<file path="config.mk">
export PLATFORM = sky130hd
export DESIGN_NAME = multicycle_control_flat
export DESIGN_NICKNAME = d
export VERILOG_FILES = /design/src/rtl/multicycle_control_pkg.sv /design/src/rtl/multicycle_control_if.sv /design/src/rtl/multicycle_control_imm_decode.sv /design/src/rtl/multicycle_control.sv /design/src/flat_wrapper.sv
export SDC_FILE = /design/constraint.sdc
export NUM_CORES = 1
export LEC_CHECK = 0
export ABC_AREA = 1
export CAP_MARGIN = 20
export CORE_MARGIN = 5
export CORE_UTILIZATION = 36
export DETAILED_ROUTE_END_ITERATION = 8
export PLACE_DENSITY = 0.73
export SLEW_MARGIN = 20
export SYNTH_ARGS = -nofsm -noshare
export SYNTH_HDL_FRONTEND = slang
export SYNTH_SLANG_ARGS = --single-unit
</file>
<file path="constraint.sdc">
create_clock -name clk -period 1.1 [get_ports clk]
set_input_delay 0.11 -clock clk [delete_from_list [all_inputs] [get_ports clk]]
set_output_delay 0.11 -clock clk [all_outputs]
set_load 0.1 [all_outputs]
</file>
<file path="src/rtl/multicycle_control_pkg.sv">
// multicycle_control_pkg: shared state, opcode and mux-select encodings
package multicycle_control_pkg;
  typedef enum logic [3:0] {
    S_FETCH, S_DECODE, S_MEMADR, S_MEMREAD, S_MEMWB,
    S_MEMWRITE, S_EXECUTER, S_ALUWB, S_BEQ
  } state_t;
  localparam logic [6:0] OP_LW    = 7'b0000011;
  localparam logic [6:0] OP_SW    = 7'b0100011;
  localparam logic [6:0] OP_RTYPE = 7'b0110011;
  localparam logic [6:0] OP_BEQ   = 7'b1100011;
  localparam logic [1:0] RES_ALUOUT    = 2'b00;
  localparam logic [1:0] RES_DATA      = 2'b01;
  localparam logic [1:0] RES_ALURESULT = 2'b10;
  localparam logic [1:0] SRCA_PC    = 2'b00;
  localparam logic [1:0] SRCA_OLDPC = 2'b01;
  localparam logic [1:0] SRCA_RD1   = 2'b10;
  localparam logic [1:0] SRCB_RD2  = 2'b00;
  localparam logic [1:0] SRCB_IMM  = 2'b01;
  localparam logic [1:0] SRCB_FOUR = 2'b10;
  localparam logic [1:0] ALU_ADD   = 2'b00;
  localparam logic [1:0] ALU_SUB   = 2'b01;
  localparam logic [1:0] ALU_FUNCT = 2'b10;
  localparam logic [1:0] IMM_OTHER = 2'b00;
  localparam logic [1:0] IMM_SW    = 2'b01;
  localparam logic [1:0] IMM_BEQ   = 2'b10;
endpackage

</file>
<file path="src/rtl/multicycle_control_if.sv">
// multicycle_control_if: opcode/status inputs and datapath control outputs
interface multicycle_control_if;
  logic [6:0] Opcode;
  logic       ZeroFlag;
  logic       MemReady;
  logic       PCWrite;
  logic       AdrSrc;
  logic       MemWrite;
  logic       IRWrite;
  logic [1:0] ResultSrc;
  logic [1:0] ALUSrcA;
  logic [1:0] ALUSrcB;
  logic [1:0] ImmSrc;
  logic [1:0] ALUOp;
  logic       RegWrite;
  logic       InstrDone;
  logic       IllegalInstr;
  modport slave (
    input  Opcode, ZeroFlag, MemReady,
    output PCWrite, AdrSrc, MemWrite, IRWrite, ResultSrc, ALUSrcA, ALUSrcB,
           ImmSrc, ALUOp, RegWrite, InstrDone, IllegalInstr
  );
  modport master (
    output Opcode, ZeroFlag, MemReady,
    input  PCWrite, AdrSrc, MemWrite, IRWrite, ResultSrc, ALUSrcA, ALUSrcB,
           ImmSrc, ALUOp, RegWrite, InstrDone, IllegalInstr
  );
endinterface

</file>
<file path="src/rtl/multicycle_control_imm_decode.sv">
// ctrl_imm_decode: opcode to immediate-format select, independent of FSM state
module ctrl_imm_decode
  import multicycle_control_pkg::*;
(
  input  logic [6:0] opcode,
  output logic [1:0] imm_src
);
  always_comb imm_src = opcode == OP_SW ? IMM_SW : opcode == OP_BEQ ? IMM_BEQ : IMM_OTHER;
endmodule

</file>
<file path="src/rtl/multicycle_control.sv">
// multicycle_control: Moore control FSM for a multicycle lw/sw/R-type/beq datapath
module multicycle_control
  import multicycle_control_pkg::*;
(
  input logic clk,
  input logic rst_n,
  multicycle_control_if.slave bus
);
  state_t state_q, state_d;
  logic pc_write, adr_src, mem_write, ir_write, reg_write, instr_done, illegal_instr;
  logic [1:0] result_src, alu_src_a, alu_src_b, alu_op;
  ctrl_imm_decode u_imm (.opcode(bus.Opcode), .imm_src(bus.ImmSrc));
  always_comb begin
    state_d       = state_q;
    pc_write      = 1'b0;
    adr_src       = 1'b0;
    mem_write     = 1'b0;
    ir_write      = 1'b0;
    reg_write     = 1'b0;
    instr_done    = 1'b0;
    illegal_instr = 1'b0;
    result_src    = RES_ALUOUT;
    alu_src_a     = SRCA_PC;
    alu_src_b     = SRCB_RD2;
    alu_op        = ALU_ADD;
    case (state_q)
      S_FETCH: begin
        alu_src_b  = SRCB_FOUR;
        result_src = RES_ALURESULT;
        ir_write   = bus.MemReady;
        pc_write   = bus.MemReady;
        state_d    = bus.MemReady ? S_DECODE : S_FETCH;
      end
      S_DECODE: begin
        alu_src_a = SRCA_OLDPC;
        alu_src_b = SRCB_IMM;
        case (bus.Opcode)
          OP_LW, OP_SW: state_d = S_MEMADR;
          OP_RTYPE:     state_d = S_EXECUTER;
          OP_BEQ:       state_d = S_BEQ;
          default: begin
            illegal_instr = 1'b1;
            state_d       = S_FETCH;
          end
        endcase
      end
      S_MEMADR: begin
        alu_src_a = SRCA_RD1;
        alu_src_b = SRCB_IMM;
        state_d   = bus.Opcode == OP_SW ? S_MEMWRITE : S_MEMREAD;
      end
      S_MEMREAD: begin
        adr_src = 1'b1;
        state_d = bus.MemReady ? S_MEMWB : S_MEMREAD;
      end
      S_MEMWB: begin
        result_src = RES_DATA;
        reg_write  = 1'b1;
        instr_done = 1'b1;
        state_d    = S_FETCH;
      end
      S_MEMWRITE: begin
        adr_src    = 1'b1;
        mem_write  = 1'b1;
        instr_done = bus.MemReady;
        state_d    = bus.MemReady ? S_FETCH : S_MEMWRITE;
      end
      S_EXECUTER: begin
        alu_src_a = SRCA_RD1;
        alu_op    = ALU_FUNCT;
        state_d   = S_ALUWB;
      end
      S_ALUWB: begin
        reg_write  = 1'b1;
        instr_done = 1'b1;
        state_d    = S_FETCH;
      end
      S_BEQ: begin
        alu_src_a  = SRCA_RD1;
        alu_op     = ALU_SUB;
        pc_write   = bus.ZeroFlag;
        instr_done = 1'b1;
        state_d    = S_FETCH;
      end
      default: state_d = S_FETCH;
    endcase
    // in reset the outputs look like an idle FETCH whatever state is still held
    if (!rst_n) begin
      state_d       = S_FETCH;
      pc_write      = 1'b0;
      adr_src       = 1'b0;
      mem_write     = 1'b0;
      ir_write      = 1'b0;
      reg_write     = 1'b0;
      instr_done    = 1'b0;
      illegal_instr = 1'b0;
      result_src    = RES_ALURESULT;
      alu_src_a     = SRCA_PC;
      alu_src_b     = SRCB_FOUR;
      alu_op        = ALU_ADD;
    end
  end
  always_ff @(posedge clk) begin
    if (!rst_n) state_q <= S_FETCH;
    else state_q <= state_d;
  end
  assign bus.PCWrite      = pc_write;
  assign bus.AdrSrc       = adr_src;
  assign bus.MemWrite     = mem_write;
  assign bus.IRWrite      = ir_write;
  assign bus.ResultSrc    = result_src;
  assign bus.ALUSrcA      = alu_src_a;
  assign bus.ALUSrcB      = alu_src_b;
  assign bus.ALUOp        = alu_op;
  assign bus.RegWrite     = reg_write;
  assign bus.InstrDone    = instr_done;
  assign bus.IllegalInstr = illegal_instr;
endmodule

</file>
<file path="src/flat_wrapper.sv">
// flat-port wrapper written by rule: the top's interface ports become plain ports
module multicycle_control_flat import multicycle_control_pkg::*;
  (clk, rst_n, bus_Opcode, bus_ZeroFlag, bus_MemReady, bus_PCWrite, bus_AdrSrc, bus_MemWrite, bus_IRWrite, bus_ResultSrc, bus_ALUSrcA, bus_ALUSrcB, bus_ImmSrc, bus_ALUOp, bus_RegWrite, bus_InstrDone, bus_IllegalInstr);
  multicycle_control_if bus_i ();
  input logic clk;
  input logic rst_n;
  input wire logic [$bits(bus_i.Opcode)-1:0] bus_Opcode;
  input wire logic [$bits(bus_i.ZeroFlag)-1:0] bus_ZeroFlag;
  input wire logic [$bits(bus_i.MemReady)-1:0] bus_MemReady;
  output wire logic [$bits(bus_i.PCWrite)-1:0] bus_PCWrite;
  output wire logic [$bits(bus_i.AdrSrc)-1:0] bus_AdrSrc;
  output wire logic [$bits(bus_i.MemWrite)-1:0] bus_MemWrite;
  output wire logic [$bits(bus_i.IRWrite)-1:0] bus_IRWrite;
  output wire logic [$bits(bus_i.ResultSrc)-1:0] bus_ResultSrc;
  output wire logic [$bits(bus_i.ALUSrcA)-1:0] bus_ALUSrcA;
  output wire logic [$bits(bus_i.ALUSrcB)-1:0] bus_ALUSrcB;
  output wire logic [$bits(bus_i.ImmSrc)-1:0] bus_ImmSrc;
  output wire logic [$bits(bus_i.ALUOp)-1:0] bus_ALUOp;
  output wire logic [$bits(bus_i.RegWrite)-1:0] bus_RegWrite;
  output wire logic [$bits(bus_i.InstrDone)-1:0] bus_InstrDone;
  output wire logic [$bits(bus_i.IllegalInstr)-1:0] bus_IllegalInstr;
  assign bus_i.Opcode = bus_Opcode;
  assign bus_i.ZeroFlag = bus_ZeroFlag;
  assign bus_i.MemReady = bus_MemReady;
  assign bus_PCWrite = bus_i.PCWrite;
  assign bus_AdrSrc = bus_i.AdrSrc;
  assign bus_MemWrite = bus_i.MemWrite;
  assign bus_IRWrite = bus_i.IRWrite;
  assign bus_ResultSrc = bus_i.ResultSrc;
  assign bus_ALUSrcA = bus_i.ALUSrcA;
  assign bus_ALUSrcB = bus_i.ALUSrcB;
  assign bus_ImmSrc = bus_i.ImmSrc;
  assign bus_ALUOp = bus_i.ALUOp;
  assign bus_RegWrite = bus_i.RegWrite;
  assign bus_InstrDone = bus_i.InstrDone;
  assign bus_IllegalInstr = bus_i.IllegalInstr;
  multicycle_control u_core (.clk(clk), .rst_n(rst_n), .bus(bus_i));
endmodule
</file>
==> flow_metrics.tcl, run 1 <==
set metrics [dict create \
    io_buffers 27 \
    cts_resized 54 \
    die_y_um 46.2 \
    gp_congestion 0.828 \
    yosysTopAreaCellShare 0.175 \
    netlist_instances 87 \
    synth_fp_nets 98 \
    io_pins 28 \
    synth_xor_xnor_area_share 0 \
    synth.cell_area_sq_um 473 \
    synth.avg_cell_area_sq_um 5.44 \
    synth.distinct_cells 19 \
    stop_error "[ERROR DPL-0038] Utilization greater than 100%, impossible to legalize" \
    ys_seq_area_frac 0.169 \
    clk_path_buf_depth 2 \
    cts_hold_buf 0 \
    post-dp-hpwl_mm 2.27 \
    synth_top_family_by_area "simple AND/OR/NAND/NOR gates" \
    root_buffer "clkbuf_4" \
    synthMuxAreaShare 0 \
    yosys.area_share.simple 0.571 \
    synthAdderAreaFrac 0 \
    yosys.area.top_type "nand2_1" \
    synth_compound_area_frac 0.0926 \
    outcome "did not finish" \
    cts_setup_buffers 6 \
    cts.sinks 4 \
    haltStage "clock tree synthesis" \
    place_area_sq_mm 0.00120 \
    synth-seq-cells 4 \
    synth_area_leaders "nand2_1 17%, dfxtp_1 17%, inv_1 12%, nand3_1 11%, nor2_1 8.7%" \
    htree_levels 1 \
    synth_warnings 0 \
    rows 13 \
    die_x_um 46.2 \
    start_util 0.373 \
    cts_buffers 3 \
]
## logic make-up after synthesis
group,Yosys count
AOI/OAI and AO/OA,7
buffers and inverters,20
DFF,4
and+or+nand+nor,56
## per-stage QoR
step                std cells  worst slack (ns)   util  setup TNS [ns]
floorplan                  87             -1.00      -           -7.44
global placement          150            -0.266  0.950           -4.11
detailed placement        150            -0.372  0.950           -5.61
## cells in the mapped netlist, drive strengths merged
| master | count |
|---|---|
| inv | 19 |
| and2 | 1 |
| o21ai | 1 |
| nand3 | 10 |
| o211ai | 1 |
| dfxtp | 4 |
| nand4 | 1 |
| o31ai | 1 |
| a21oi | 4 |
| nand2 | 23 |
| buf | 1 |
| nand3b | 1 |
| nor3 | 1 |
| nor2 | 19 |
==> run 2: changes to the inputs <==
- CORE_AREA: default -> 5 5 66 68
- CORE_MARGIN: 5 -> default
- CORE_UTILIZATION: 36 -> default
- DIE_AREA: default -> 0 0 71 73
- PLACE_DENSITY: 0.73 -> default
- PLACE_DENSITY_LB_ADDON: default -> 0.15
==> run 2 against run 1 <==
  * The flow now finishes, with violations (setup timing)
  * Synthesized cell count stayed put
  * Area after synthesis stayed put
==> flow_metrics.tcl, run 2 <==
set metrics [dict create \
    dp_cells 189 \
    clk_pin_slew_ns 0.03 \
    drive_above_1_share 0.755 \
    syn_to_final_growth_pct 243 \
    start_util 0.125 \
    ys_seq_area_frac 0.169 \
    violations "setup timing" \
    die-area_sq_mm 0.00518 \
    clk_latency_ns 0.22 \
    cp.required_ns 0.99 \
    synth.distinct_cells 19 \
    synth_compound_area_frac 0.0926 \
    start_kind "flip-flop" \
    period_share 1.37 \
    wirelength_mm 2.06 \
    synth_top_family_by_area "simple AND/OR/NAND/NOR gates" \
    htree_levels 1 \
    post-route-min-period_ns 1.50 \
    worst_slack_ns -0.402 \
    diodes 0 \
    dr.pass1.iters 4 \
    synth_fp_nets 98 \
    io_pins 28 \
    io_buffers 27 \
    rsz0062_at_grt "true" \
    p_total_mw 0.835 \
    overflow 0 \
    netlist_instances 87 \
    reg_top3 "u_core.state_q (4)" \
    root_buffer "clkbuf_8" \
    synth.avg_cell_area_sq_um 5.44 \
    cts_hold_buf 0 \
    num_vias 754 \
    synthArstFlopShare 0 \
    track_usage 0.0810 \
    drv_cap 0 \
    outcome "complete, but fails checks" \
    wire_per_inst_um 10.3 \
    criticalPathCategory "flip-flop to primary output" \
    rows 23 \
    instances_no_fill 201 \
    cts.sinks 4 \
    hp-class "input pin to flip-flop" \
    arrival_ns 1.39 \
    end_kind "primary output" \
    yosys.area.top_type "nand2_1" \
    hold_viol 0 \
    drt-initial-drc-count 30 \
    ir_drop_mv 0.253 \
    synth_area_leaders "nand2_1 17%, dfxtp_1 17%, inv_1 12%, nand3_1 11%, nor2_1 8.7%" \
    cts_tree "yes" \
    skew_ns 0.00107 \
    yosysTopAreaCellShare 0.175 \
    die_y_um 73 \
    yosysMostFrequentCell "nand2_1" \
    vias_per_cell 3.75 \
    synth_warnings 0 \
    synth-edff-count 0 \
    synthAdderAreaFrac 0 \
    die_x_um 71 \
    drc 0 \
    final_common_cell "buf_4" \
    nets 164 \
    grt_pass1_wl_mm 3.44 \
    gp_congestion 0.746 \
    core_area_sq_mm 0.00380 \
    antenna_left 0 \
    yosys.area_share.simple 0.571 \
    cts_buffers 3 \
    post-dp-hpwl_mm 1.55 \
    clk_path_buf_depth 2 \
    synth-seq-cells 4 \
    layout_common_cells "21 x buf_4, 18 x buf_12, 15 x nor2_4" \
    setup_viol 19 \
    antenna_found_initial 0 \
    synthMuxAreaShare 0 \
    synth.cell_area_sq_um 473 \
    worst_pin_slew_ns 0.288 \
    largest_reg_flops 4 \
    grt_pass1_vias 810 \
    cellLeakagePower_nw 0.717 \
    ys.flop_type "dfxtp_1" \
    grt_max_degree 6 \
    powerDensity_mw_per_mm2 515 \
    fillCellCount 385 \
    synth_xor_xnor_area_share 0 \
    maxSlewHeadroom 0.807 \
    largest_register "u_core.state_q" \
    yosys-top-cells-count "22 x nand2_1, 15 x inv_1, 11 x nor2_1, 10 x nand3_1, 5 x nor2_2" \
    fmax_ghz 0.666 \
    worst-path-max-fanout 2 \
    final-max-slew-violation-count 0 \
]
[run 2: repair_timing]
action                     CTS  global route
resized for setup           54            19
setup buffers                5             5
pin swaps                   20            15
setup endpoints to repair   21            21
[run 2: report_power, final]
part / switching, mW / internal [mW]
logic: 0.218 / 0.159
clock network: 0.0753 / 0.233
registers: 0.00285 / 0.147
total: 0.296 / 0.539
[run 2: critical path: stages (launching register included)]
cell and delay [ns]:
dfxtp_2 0.33, nor2_4 0.13, inv_2 0.07, nor3_4 0.16, buf_6 0.13, nand2_4 0.04, a21oi_4 0.14, buf_12 0.19
[run 2: final timing paths]
kind	slack, ns	to	cells past startpoint	startpoint
max	-0.40	bus_PCWrite	7	u_core.state_q[1]
min	0.38	u_core.state_q[2]	7	bus_Opcode[4]
max reg2reg	-0.12	u_core.state_q[2]	10	u_core.state_q[1]
min reg2reg	0.76	u_core.state_q[0]	5	u_core.state_q[1]
[run 2: cell type report]
| cell class | instances | area, sq um | area share |
|---|---|---|---|
| multi-input cells | 63 | 586 | 0.361 |
| repair buffers | 62 | 757 | 0.467 |
| inverters | 19 | 86.3 | 0.0533 |
| flip-flops and latches | 4 | 87.6 | 0.0541 |
| well taps | 50 | 62.6 | 0.0386 |
| clock buffers | 3 | 41.3 | 0.0255 |
[run 2: kinds of logic after synthesis]
kind of cell / Yosys count
buffers and inverters: 20
AND/OR/NAND/NOR: 56
AO/OA/AOI/OAI: 7
flip-flops: 4
[run 2: routing by layer]
| layer | global-route usage | up-vias | part of all wire |
|---|---|---|---|
| met5 | 0 | - | 0 |
| met1 | 0.0934 | 334 | 0.38 |
| met3 | 0.0152 | 2 | 0.044 |
| li1 | - | 395 | - |
| met4 | 0.0313 | 0 | 0.013 |
| met2 | 0.147 | 23 | 0.57 |
[run 2: metrics by stage]
step	utilization	setup WS [ns]	cell area, sq um	setup TNS [ns]	hold WS [ns]
2_1_floorplan	-	-1.00	588	-7.44	0.208
3_3_place_gp	0.337	-0.345	1280	-5.10	0.728
3_5_place_dp	0.337	-0.375	1280	-5.28	0.732
4_1_cts	0.401	-0.401	1520	-5.04	0.418
5_1_grt	0.427	-0.469	1620	-6.54	0.425
6_report	0.427	-0.402	1620	-5.44	0.384
(Power assumes the default switching activity.)
==> run 3: changes to the inputs <==
- ABC_CLOCK_PERIOD_IN_PS: default -> 1400
- clock period: 1.1 -> 1.4 ns (I/O delays scaled with it)
==> run 3 against run 2 <==
  * The flow still finishes with violations (setup timing)
  * Final cell count shrank 2.0%
  * Utilization down 3.1 points
  * Final area down 7.2%
  * Die area unchanged
  * Worst hold slack better by 0.072 ns
  * Via count fell by 2.9%
  * Combinational power fell by 26%
  * Register-to-register slack improved by 0.23 ns
  * Global-route usage shrank 0.37 points
  * Sequential power decreased by 22%
  * Sequential share of layout area increased by 0.42 points
  * Critical path type unchanged
==> flow_metrics.tcl, run 3 (synthesized netlist as in run 2, its figures left out) <==
set metrics [dict create \
    nets 160 \
    rows 23 \
    diodes 0 \
    period_share 1.08 \
    combPwrFrac 0.440 \
    hp-class "input pin to flip-flop" \
    final-max-slew-violation-count 0 \
    dr.pass1.iters 4 \
    rsz0062_at_grt "true" \
    ir_drop_mv 0.192 \
    p_int_mw 0.417 \
    worst-path-max-fanout 2 \
    setup_viol 12 \
    clk_latency_ns 0.21 \
    gp_congestion 0.786 \
    root_buffer "clkbuf_8" \
    p_total_mw 0.634 \
    wirelength_mm 1.92 \
    place_ws_ns -0.0637 \
    place_area_sq_mm 0.00123 \
    final_common_cell "buf_4" \
    overflow 0 \
    clk_pin_slew_ns 0.03 \
    fmax_ghz 0.663 \
    largest_reg_flops 4 \
    utilization 0.396 \
    core_area_sq_mm 0.00380 \
    cts.sinks 4 \
    post-dp-hpwl_mm 1.55 \
    reg_top3 "u_core.state_q (4)" \
    grt_pass1_vias 782 \
    vias_per_cell 3.72 \
    track_usage 0.0773 \
    clk_path_buf_depth 2 \
    io_pins 28 \
    largest_register "u_core.state_q" \
    cellLeakagePower_nw 0.707 \
    die_x_um 71 \
    worst_slack_ns -0.107 \
    start_util 0.125 \
    start_kind "flip-flop" \
    tns_ns -0.766 \
    grt_pass1_wl_mm 3.26 \
    swShare 0.343 \
    end_kind "primary output" \
    arrival_ns 1.37 \
    drt-initial-drc-count 24 \
    drc 0 \
    syn_to_final_growth_pct 218 \
    cts_buffers 3 \
    fillCellCount 405 \
    drv_cap 0 \
    worst_pin_slew_ns 0.225 \
    drive_above_1_share 0.687 \
    io_buffers 27 \
    post-route-min-period_ns 1.51 \
    cp.required_ns 1.26 \
    grt_max_degree 5 \
    skew_ns 0.00130 \
    p_clk_frac 0.375 \
    wire_per_inst_um 9.74 \
    stdcell_area_sq_mm 0.00150 \
    cts_tree "yes" \
    antenna_found_initial 0 \
    maxSlewHeadroom 0.851 \
    htree_levels 1 \
    die_y_um 73 \
    die-area_sq_mm 0.00518 \
    layout_common_cells "23 x buf_4, 17 x buf_12, 14 x nor2_4" \
    num_vias 732 \
    outcome "complete, but fails checks" \
    cts_hold_buf 0 \
    violations "setup timing" \
    pwr-share-seq 0.185 \
    antenna_left 0 \
    powerDensity_mw_per_mm2 422 \
    criticalPathCategory "flip-flop to primary output" \
    hold_viol 0 \
    switchingPower_mw 0.217 \
]
[run 3: changes by cell type in the layout (fill, tap and decap cells not counted), moves of 4 or more]
cell	previous run	this run
nand3_1	2	8
clkdlybuf4s15_1	5	0
nand3_2	5	1
dlymetal6s2s_1	0	4
clkdlybuf4s50_1	2	6
buf_6	13	8
[run 3: what timing repair did]
action | 4_1_cts | 5_1_grt
gates cloned | 0 | 0
endpoints found under the setup margin | 16 | 17
setup buffers | 8 | 2
gates resized for setup | 30 | 18
pin swaps | 16 | 7
[run 3: power by group through the flow]
stage / clock, mW / combinational (mW) / sequential (mW)
final: 0.238 / 0.279 / 0.117
after global routing: 0.250 / 0.293 / 0.117
after CTS: 0.242 / 0.274 / 0.119
after detailed placement: 0 / 0.253 / 0.120
after global placement: 0 / 0.253 / 0.120
after floorplan: 0 / 0.133 / 0.120
[run 3: through the flow]
| step | std cells | hold slack [ns] |
|---|---|---|
| 2_1_floorplan | 87 | 0.238 |
| 3_3_place_gp | 185 | 0.760 |
| 3_5_place_dp | 185 | 0.755 |
| 4_1_cts | 196 | 0.746 |
| 5_1_grt | 197 | 0.480 |
| 6_report | 197 | 0.456 |
[run 3: worst paths after layout]
| kind | slack, ns | endpoint | cells after the start | start |
|---|---|---|---|---|
| worst max-delay path | -0.11 | bus_PCWrite | 7 | u_core.state_q[0] |
| worst min-delay path | 0.46 | u_core.state_q[3] | 7 | bus_Opcode[3] |
| worst max register to register | 0.11 | u_core.state_q[2] | 9 | u_core.state_q[0] |
| worst min register to register | 0.85 | u_core.state_q[0] | 6 | u_core.state_q[3] |
[run 3: metal layers]
layer / part of all wire / global-route usage / vias up
met5: 0 / 0 / -
met4: 0.0089 / 0.0313 / 0
met3: 0.067 / 0.0179 / 2
met2: 0.51 / 0.138 / 29
met1: 0.41 / 0.0887 / 316
li1: - / - / 385
[run 3: layout make-up]
type / instances / area, sq um / share of cell area
multi-input combinational: 63 / 522 / 0.347
timing repair buffer: 58 / 713 / 0.474
inverter: 19 / 77.6 / 0.0516
tap: 50 / 62.6 / 0.0416
sequential: 4 / 87.6 / 0.0582
clock buffer: 3 / 41.3 / 0.0275
[run 3: critical path, cell delays in order (launching register included)]
cell and delay, ns:
dfxtp_2 0.32, nor2_4 0.12, inv_2 0.05, nor3_2 0.09
buf_4 0.16, nand2_4 0.05, a21oi_4 0.17, buf_12 0.19
